<file path="config.mk">
export PLATFORM = sky130hd
export DESIGN_NAME = uart_tx_flat
export DESIGN_NICKNAME = d
export VERILOG_FILES = /design/src/rtl/uart_tx_pkg.sv /design/src/rtl/uart_tx_if.sv /design/src/rtl/uart_tx_baud_gen.sv /design/src/rtl/uart_tx.sv /design/src/flat_wrapper.sv
export SDC_FILE = /design/constraint.sdc
export NUM_CORES = 1
export LEC_CHECK = 0
export ABC_CLOCK_PERIOD_IN_PS = 4100
export BUFFER_PORTS_ARGS = -buffer_cell sky130_fd_sc_hd__buf_2
export CAP_MARGIN = 20
export CORE_MARGIN = 2
export CORE_UTILIZATION = 63
export DETAILED_ROUTE_END_ITERATION = 8
export PLACE_DENSITY = 0.83
export RECOVER_POWER = 25
export SLEW_MARGIN = 20
export SYNTH_ARGS = -nofsm -noshare
export SYNTH_HDL_FRONTEND = slang
export SYNTH_SLANG_ARGS = --single-unit
</file>
<file path="constraint.sdc">
create_clock -name clk -period 4.1 [get_ports clk]
set_clock_uncertainty 0.15 [all_clocks]
set_input_delay 0.615 -clock clk [delete_from_list [all_inputs] [get_ports clk]]
set_output_delay 0.615 -clock clk [all_outputs]
set_load 0.005 [all_outputs]
</file>
<file path="src/rtl/uart_tx_pkg.sv">
// uart_tx_pkg: shared FSM encoding, frame width and parity helper for the UART transmitter
package uart_tx_pkg;
  localparam int DATA_W = 8;
  localparam int CLKS_PER_BIT_DEF = 5208;
  typedef enum logic [2:0] {
    IDLE   = 3'd0,
    START  = 3'd1,
    DATA   = 3'd2,
    PARITY = 3'd3,
    STOP   = 3'd4
  } state_t;
  function automatic logic parity_of(input logic [DATA_W-1:0] d, input logic odd);
    return odd ? ~^d : ^d;
  endfunction
endpackage

</file>
<file path="src/rtl/uart_tx_if.sv">
// uart_tx_if: byte-request handshake and serial/status outputs of the UART transmitter
interface uart_tx_if;
  import uart_tx_pkg::*;
  logic              tx_start;
  logic [DATA_W-1:0] tx_data;
  logic              tx;
  logic              busy;
  logic              done;
  modport master (output tx_start, tx_data, input tx, busy, done);
  modport slave  (input tx_start, tx_data, output tx, busy, done);
endinterface

</file>
<file path="src/rtl/uart_tx_baud_gen.sv">
// uart_tx_baud_gen: bit-period counter; tick marks the last clock of each bit period
module uart_tx_baud_gen
  import uart_tx_pkg::*;
#(
  parameter int CLKS_PER_BIT = CLKS_PER_BIT_DEF
) (
  input  logic clk,
  input  logic n_rst,
  input  logic clear,
  output logic tick
);
  localparam int W = $clog2(CLKS_PER_BIT);
  logic [W-1:0] cnt;
  assign tick = (cnt == W'(CLKS_PER_BIT - 1));
  // count 0..CLKS_PER_BIT-1, held at zero while cleared, wrap on terminal count
  always_ff @(posedge clk or negedge n_rst)
    if (!n_rst) cnt <= '0;
    else        cnt <= (clear || tick) ? '0 : cnt + W'(1);
endmodule

</file>
<file path="src/rtl/uart_tx.sv">
// uart_tx: byte-to-frame serialiser (start, 8 data LSB first, optional parity, stop bits)
module uart_tx
  import uart_tx_pkg::*;
#(
  parameter int CLKS_PER_BIT = CLKS_PER_BIT_DEF,
  parameter bit PARITY_EN    = 1'b1,
  parameter bit PARITY_ODD   = 1'b0,
  parameter int STOP_BITS    = 1
) (
  input  logic     clk,
  input  logic     n_rst,
  uart_tx_if.slave bus
);
  state_t            state;
  logic [DATA_W-1:0] shreg;
  logic [2:0]        bit_idx;
  logic              stop_cnt;
  logic              par;
  logic              tx_r;
  logic              busy_r;
  logic              done_r;
  logic              tick;
  logic              stop_last;
  logic              accept;
  uart_tx_baud_gen #(.CLKS_PER_BIT(CLKS_PER_BIT)) u_baud (
    .clk   (clk),
    .n_rst (n_rst),
    .clear (state == IDLE),
    .tick  (tick)
  );
  assign stop_last = (state == STOP) && tick && (stop_cnt == 1'(STOP_BITS - 1));
  // a start request held across the final stop edge chains straight into the next frame
  assign accept  = bus.tx_start && ((state == IDLE) || stop_last);
  assign bus.tx   = tx_r;
  assign bus.busy = busy_r;
  assign bus.done = done_r;
  // frame sequencer with registered line and status outputs
  always_ff @(posedge clk or negedge n_rst)
    if (!n_rst) begin
      state    <= IDLE;
      shreg    <= '0;
      bit_idx  <= '0;
      stop_cnt <= 1'b0;
      par      <= 1'b0;
      tx_r     <= 1'b1;
      busy_r   <= 1'b0;
      done_r   <= 1'b0;
    end else begin
      done_r <= stop_last;
      if (accept) begin
        state  <= START;
        shreg  <= bus.tx_data;
        par    <= parity_of(bus.tx_data, PARITY_ODD);
        busy_r <= 1'b1;
        tx_r   <= 1'b0;
      end else if (tick) begin
        case (state)
          START: begin
            state   <= DATA;
            bit_idx <= '0;
            tx_r    <= shreg[0];
          end
          DATA: begin
            shreg    <= shreg >> 1;
            bit_idx  <= (bit_idx == 3'd7) ? 3'd7 : bit_idx + 3'd1;
            state    <= (bit_idx != 3'd7) ? DATA : (PARITY_EN ? PARITY : STOP);
            tx_r     <= (bit_idx != 3'd7) ? shreg[1] : (PARITY_EN ? par : 1'b1);
            stop_cnt <= 1'b0;
          end
          PARITY: begin
            state    <= STOP;
            tx_r     <= 1'b1;
            stop_cnt <= 1'b0;
          end
          STOP: begin
            state    <= stop_last ? IDLE : STOP;
            busy_r   <= !stop_last;
            stop_cnt <= 1'b1;
            tx_r     <= 1'b1;
          end
          default: begin
            state  <= IDLE;
            tx_r   <= 1'b1;
            busy_r <= 1'b0;
          end
        endcase
      end
    end
endmodule

</file>
<file path="src/flat_wrapper.sv">
// flat-port wrapper written by rule: the top's interface ports become plain ports
module uart_tx_flat import uart_tx_pkg::*;
#(
  parameter int CLKS_PER_BIT = CLKS_PER_BIT_DEF,
  parameter bit PARITY_EN    = 1'b1,
  parameter bit PARITY_ODD   = 1'b0,
  parameter int STOP_BITS    = 1
)
  (clk, n_rst, bus_tx_start, bus_tx_data, bus_tx, bus_busy, bus_done);
  uart_tx_if bus_i ();
  input  logic clk;
  input  logic n_rst;
  input wire logic [$bits(bus_i.tx_start)-1:0] bus_tx_start;
  input wire logic [$bits(bus_i.tx_data)-1:0] bus_tx_data;
  output wire logic [$bits(bus_i.tx)-1:0] bus_tx;
  output wire logic [$bits(bus_i.busy)-1:0] bus_busy;
  output wire logic [$bits(bus_i.done)-1:0] bus_done;
  assign bus_i.tx_start = bus_tx_start;
  assign bus_i.tx_data = bus_tx_data;
  assign bus_tx = bus_i.tx;
  assign bus_busy = bus_i.busy;
  assign bus_done = bus_i.done;
  uart_tx #(.CLKS_PER_BIT(CLKS_PER_BIT), .PARITY_EN(PARITY_EN), .PARITY_ODD(PARITY_ODD), .STOP_BITS(STOP_BITS)) u_core (.clk(clk), .n_rst(n_rst), .bus(bus_i));
endmodule
</file>
## Word-level counts from Yosys, hierarchy flattened

Cells that the tools add are included.

| cells by class | value |
|---|---|
| bitwise gates (word level) | 2 |
| multipliers | 0 |
| eq/ne operators | 8 |
| mux-type cells | 19 |
| shift-type cells | 0 |
| reduce and logical (&&, ||, !) cells | 18 |
| add/sub/neg operators | 2 |
| magnitude comparators | 0 |
| divide/modulo/power cells | 0 |

Operators by type and width:

| kind | number |
|---|---|
| $mux W8 | 3 |
| $add A13 B1 Y13 const B | 1 |
| $eq A13 B13 Y1 const B | 1 |
| $mux W13 | 1 |
| $mux W3 | 4 |
| $pmux W3 S4 | 1 |
| $reduce_bool A2 Y1 | 4 |
| $reduce_xor A8 Y1 | 1 |
| $eq A3 B2 Y1 const B | 2 |
| $eq A3 B3 Y1 const B | 2 |
| $mux W1 | 6 |
| $pmux W1 S2 | 3 |
| $pmux W3 S2 | 1 |
| $reduce_and A3 Y1 | 2 |
| $reduce_and A2 Y1 | 2 |
| $add A3 B1 Y3 const B | 1 |
| $eq A3 B1 Y1 const B | 1 |
| $logic_and A1 B1 Y1 | 3 |
| $logic_not A3 Y1 | 1 |
| $ne A3 B3 Y1 const B | 1 |
| $reduce_or A3 Y1 | 1 |
| $logic_or A1 B1 Y1 | 2 |
| $ne A2 B1 Y1 const B | 1 |
| $not A1 Y1 | 2 |
| other kinds (2) | 2 |

| word-level totals | value |
|---|---|
| bits in registers | 32 |
| bits in read-only memories | 0 |
| bits of input ports | 11 |
| memory bits (writable) | 0 |
| latch bits | 0 |
| memories | 0 |

## Longest topological paths before layout

| logic depth | value |
|---|---|
| depth in word-level cells | 7 |
| gate-level depth with buffers | 6 |

## Cells and area by module

A second synthesis with hierarchy kept.

| unflattened totals | value |
|---|---|
| cell total of the unflattened synthesis | 167 |
| area total of the unflattened synthesis | 1724.2 µm² |

Modules (own cells, without submodules):

| module | times used | cells an instance | area each (µm²) |
|---|---|---|---|
| uart_tx | 1 | 99 | 1029.7 |
| uart_tx_baud_gen | 1 | 68 | 694.4 |

## Least setup slack after synthesis

OpenSTA, ideal clock, no wires.

| timing path | value |
|---|---|
| path kind | reg2reg |
| start | register u_core.u_baud.cnt[0] |
| end | register u_core.shreg[1] |
| stages on the path, launching flop included | 6 |
| arrival time | 1654 ps |
| path buffers | 0 |
| setup slack | 2171 ps |
| cell sequence | dfrtp_1 > ha_1 > and4bb_2 > nand4_2 > mux2_2 > mux2_4 |

| on the way | value |
|---|---|
| word-level cells in the longest chain between the ends | 7 |
| elaborated cells between the ends (all ways) | 9 |

RTL lines:

| element | RTL line | source |
|---|---|---|
| start, declared | uart_tx_baud_gen.sv:13 | `logic [W-1:0] cnt;` |
| start signal, assigned | uart_tx_baud_gen.sv:18 | `else cnt <= (clear \|\| tick) ? '0 : cnt + W'(1);` |
| $eq A13 B13 Y1 * | uart_tx_baud_gen.sv:14 | `assign tick = (cnt == W'(CLKS_PER_BIT - 1));` |
| $logic_and A1 B1 Y1 (2 in series) | uart_tx.sv:31 | `assign stop_last = (state == STOP) && tick && (stop_cnt == 1'(STOP_BITS - 1));` |
| $logic_or A1 B1 Y1 | uart_tx.sv:33 | `assign accept = bus.tx_start && ((state == IDLE) \|\| stop_last);` |
| $logic_and A1 B1 Y1 | uart_tx.sv:33 |  |
| $reduce_bool A2 Y1 (no line) | - |  |
| $reduce_and A2 Y1 (no line) | - |  |
| end signal, assigned | uart_tx.sv:52 | `shreg <= bus.tx_data;` |
| end signal, assigned | uart_tx.sv:64 | `shreg <= shreg >> 1;` |
| end, declared | uart_tx.sv:15 | `logic [DATA_W-1:0] shreg;` |

Mark *: on every way between the ends. The rest lies on a longest branch, timed or not.
A chain may end at the register's enable or synchronous reset.

## Final worst setup path

| timing path | value |
|---|---|
| start | register u_core.u_baud.cnt[0] |
| end | register u_core.shreg[0] |

The elaborated chain is that of the path after synthesis.

==> results by group <==
Outcome
  • Outcome: finished, violations left
  • Failing checks: capacitance limit, slew limit

Yosys
  • Ys async rst share: 100%
  • Synth area leader: dfrtp_1
  • Ys Warns: 0
  • Top cell type's share of synthesized area: 44.9%
  • Synthesized instance count: 165
  • Syn avg cell area: 10.5 µm²
  • Seq cells post-synth: 32
  • Synth Flop Type: dfrtp_1
  • Top-count cell post-synth: dfrtp_1
  • Cell Area, Synth: 1730 µm²
  • Synth top area cells: dfrtp_1, xnor2_1, mux2_4
  • EDFF count, synth: 0
  • Synth top cells by count: dfrtp_1, nor2_1, xnor2_1, nand2_1, inv_1
  • Unique cell type count in the Yosys netlist: slightly above 40
  • Syn nets: about 180
  • Seq/Total Area, Yosys: a little under half

Timing
  • Setup violators final: 0
  • WHS: 345 ps
  • Slew @ Worst Pin: 1670 ps
  • Total negative slack: 0 ps
  • Fin. max-slew vios: 33
  • Slew margin rel.: -11.4%
  • Max Clock Freq: 0.483 GHz
  • Setup repair after global routing missed its margin: false
  • Final period utilization: 50.4%
  • Post-route minimum period: 2070 ps
  • Hold Vio Cnt, Final: 0

Floorplanning
  • DIE WIDTH: about 56 µm
  • Die Ht: 56.4 µm
  • Starting density of the core: 67.8%
  • Top-Level Pins: 14
  • Die ar.: roughly 3200 µm²
  • # rows: 18
  • Core area: between 2000 and 3000 µm²

Clocking
  • Max Root-Sink Buffers: 2
  • Cts hold-fix bufs: 0
  • CTS sink cnt: 32
  • CTS buffer count: 5
  • CTS tree: done
  • Quantity of gates resized following cts: 0
  • Clk slew on worst S/H paths: 90 ps
  • Htree depth: 2
  • Clock latency at the later pin of the worst-skew pair: 350 ps
  • Clock Tree Root: clkbuf_4
  • Number of setup buffers added after CTS: 0

Power and ir drop
  • VDD IR max: ~280 µV
  • Sequential share of power: a little over half
  • Power share of the clock group: 39.5%
  • Internal cell power: 471 µW
  • Logic pwr share: approximately 6.5%
  • Switch share: 21.9%
  • Sw Pwr: 132 µW
  • Design Power: between 600 and 700 µW
  • Static Leakage: 0.000876 µW
  • PD cells: 323 nW/µm²

Worst setup path
  • Crit Path Class: reg2reg
  • Arr. time, crit path: roughly 2200 ps
  • Endpoint class of the critical path: flop
  • Top delay family on crit path: compound AO/OA/AOI/OAI gates
  • Startpoint types: flop
  • Max stage delay on crit path: 400 ps
  • Slowest CP cell: dfrtp_1
  • Worst-path fanout max: 11
  • Req. time, crit path: 4180 ps
  • CP Cell Sequence: ha_1 -> and4bb_2 -> nand4_1 -> a21bo_2 -> a311o_1
  • Buf+Inv Stages, Crit Path: 0

Placement
  • Placer Congestion: 0.851
  • Number of port buffers: 13
  • DP HPWL: approximately 2200 µm

Drt
  • Vias per cell: 5.91
  • Initial drt markers: 37
  • DR vias: 1241
  • Detailed Route WL: between 3000 and 4000 µm
  • ANT nets after route: 0
  • DR WL/cell: between 15 and 20 µm
  • DRC Markers: 0
  • 1st-pass router iterations: 4

Worst hold path
  • Min-Delay Path Class: reg2reg

Layout
  • Synthesis-to-finish area growth: 8.12%
  • Diode count: 0
  • Fraction of layout cells with a size suffix above 1: 22.2%
  • Net count of the finished layout: 192

Flow run
  • Max Cap Viol: 1

Global route
  • GRT overflow: 0
  • Total GRT Usage: 22.2%
  • Global-route wire length before repair: 5290 µm
  • Initial antenna violation count: 0
  • Vias in the first global route: approximately 1200
  • Largest net degree at the start of global routing: 33
power by group through the flow:
stage	sequential (µW)	combinational, µW	clock (µW)
2_1_floorplan	330	24.1	0
3_3_place_gp	331	38.3	0
3_5_place_dp	331	40.3	0
4_1_cts	325	40.5	243
5_1_grt	326	43.6	254
6_report	325	39.2	238
kinds of logic after synthesis:
family / share of synthesized area, %
multiplexers: 10.6
AND/OR/NAND/NOR: 18.7
AO/OA/AOI/OAI: 9.35
buffers and inverters: 4.35
flip-flops: 46.4
XOR/XNOR: 9.13
adder cells (fa/ha/maj): 1.45
through the flow:
step / std cells / instance area, µm² / worst slack (ps) / utilization [%]
2_1_floorplan: 165 / 1730 / 2170 / -
3_3_place_gp: 202 / 1790 / 2110 / 70.4
3_5_place_dp: 202 / 1790 / 2040 / 70.4
4_1_cts: 210 / 1870 / 2030 / 73.4
5_1_grt: 210 / 1870 / 1940 / 73.4
6_report: 210 / 1870 / 2030 / 73.4
metal layers:
metal	vias to the layer above	part of all wire, %	track usage [%]
met1	594	44	26.8
met3	8	4.9	7.60
met4	0	2.0	10.5
li1	605	-	-
met5	-	0	0
met2	34	49	35.5
cell type report:
class,instances,area [µm²]
fillers,184,678
clock buffers,6,41.3
repair buffers,13,63.8
inverters,10,37.5
clock inverters,2,35.0
well taps,30,37.5
multi-input cells,117,850
flip-flops and latches,32,802
sequential cells by signal, summed over array words and instances, names as in the netlist:
| signal | count |
|---|---|
| u_core.state | 3 |
| u_core.bus.done | 1 |
| u_core.bit_idx | 3 |
| u_core.stop_cnt | 1 |
| u_core.u_baud.cnt | 13 |
| u_core.bus.busy | 1 |
| u_core.par | 1 |
| u_core.bus.tx | 1 |
| u_core.shreg | 8 |
cells in the final DEF (no fill, tap or decap), types with 2 or more instances in the layout:
master / count
buf_2: 12
o21ai_0: 4
a22o_1: 2
nor2_1: 18
nand4_1: 3
mux2_2: 6
ha_1: 2
nor4_1: 3
nand3_1: 7
clkbuf_4: 5
clkbuf_1: 2
nor2b_1: 2
o31ai_1: 2
xor2_1: 3
dfrtp_1: 31
mux2_4: 7
a21oi_1: 6
and3_1: 2
inv_1: 10
nand2_1: 13
xnor2_1: 15
nor3_1: 5
path summary, 6_finish.rpt:
| kind | cells after the start | endpoint | slack, ps | from |
|---|---|---|---|---|
| setup reg to reg | 5 | u_core.shreg[0] | 2030 | u_core.u_baud.cnt[0] |
| setup / recovery | 5 | u_core.shreg[0] | 2030 | u_core.u_baud.cnt[0] |
| hold / removal | 1 | u_core.u_baud.cnt[0] | 340 | u_core.u_baud.cnt[0] |
| hold reg to reg | 1 | u_core.u_baud.cnt[0] | 340 | u_core.u_baud.cnt[0] |
| max in group asynchronous | 1 | u_core.shreg[2] | 2290 | n_rst |
| min in group asynchronous | 1 | u_core.state[0] | 540 | n_rst |
No activity file was read; power rests on OpenSTA's default activity.
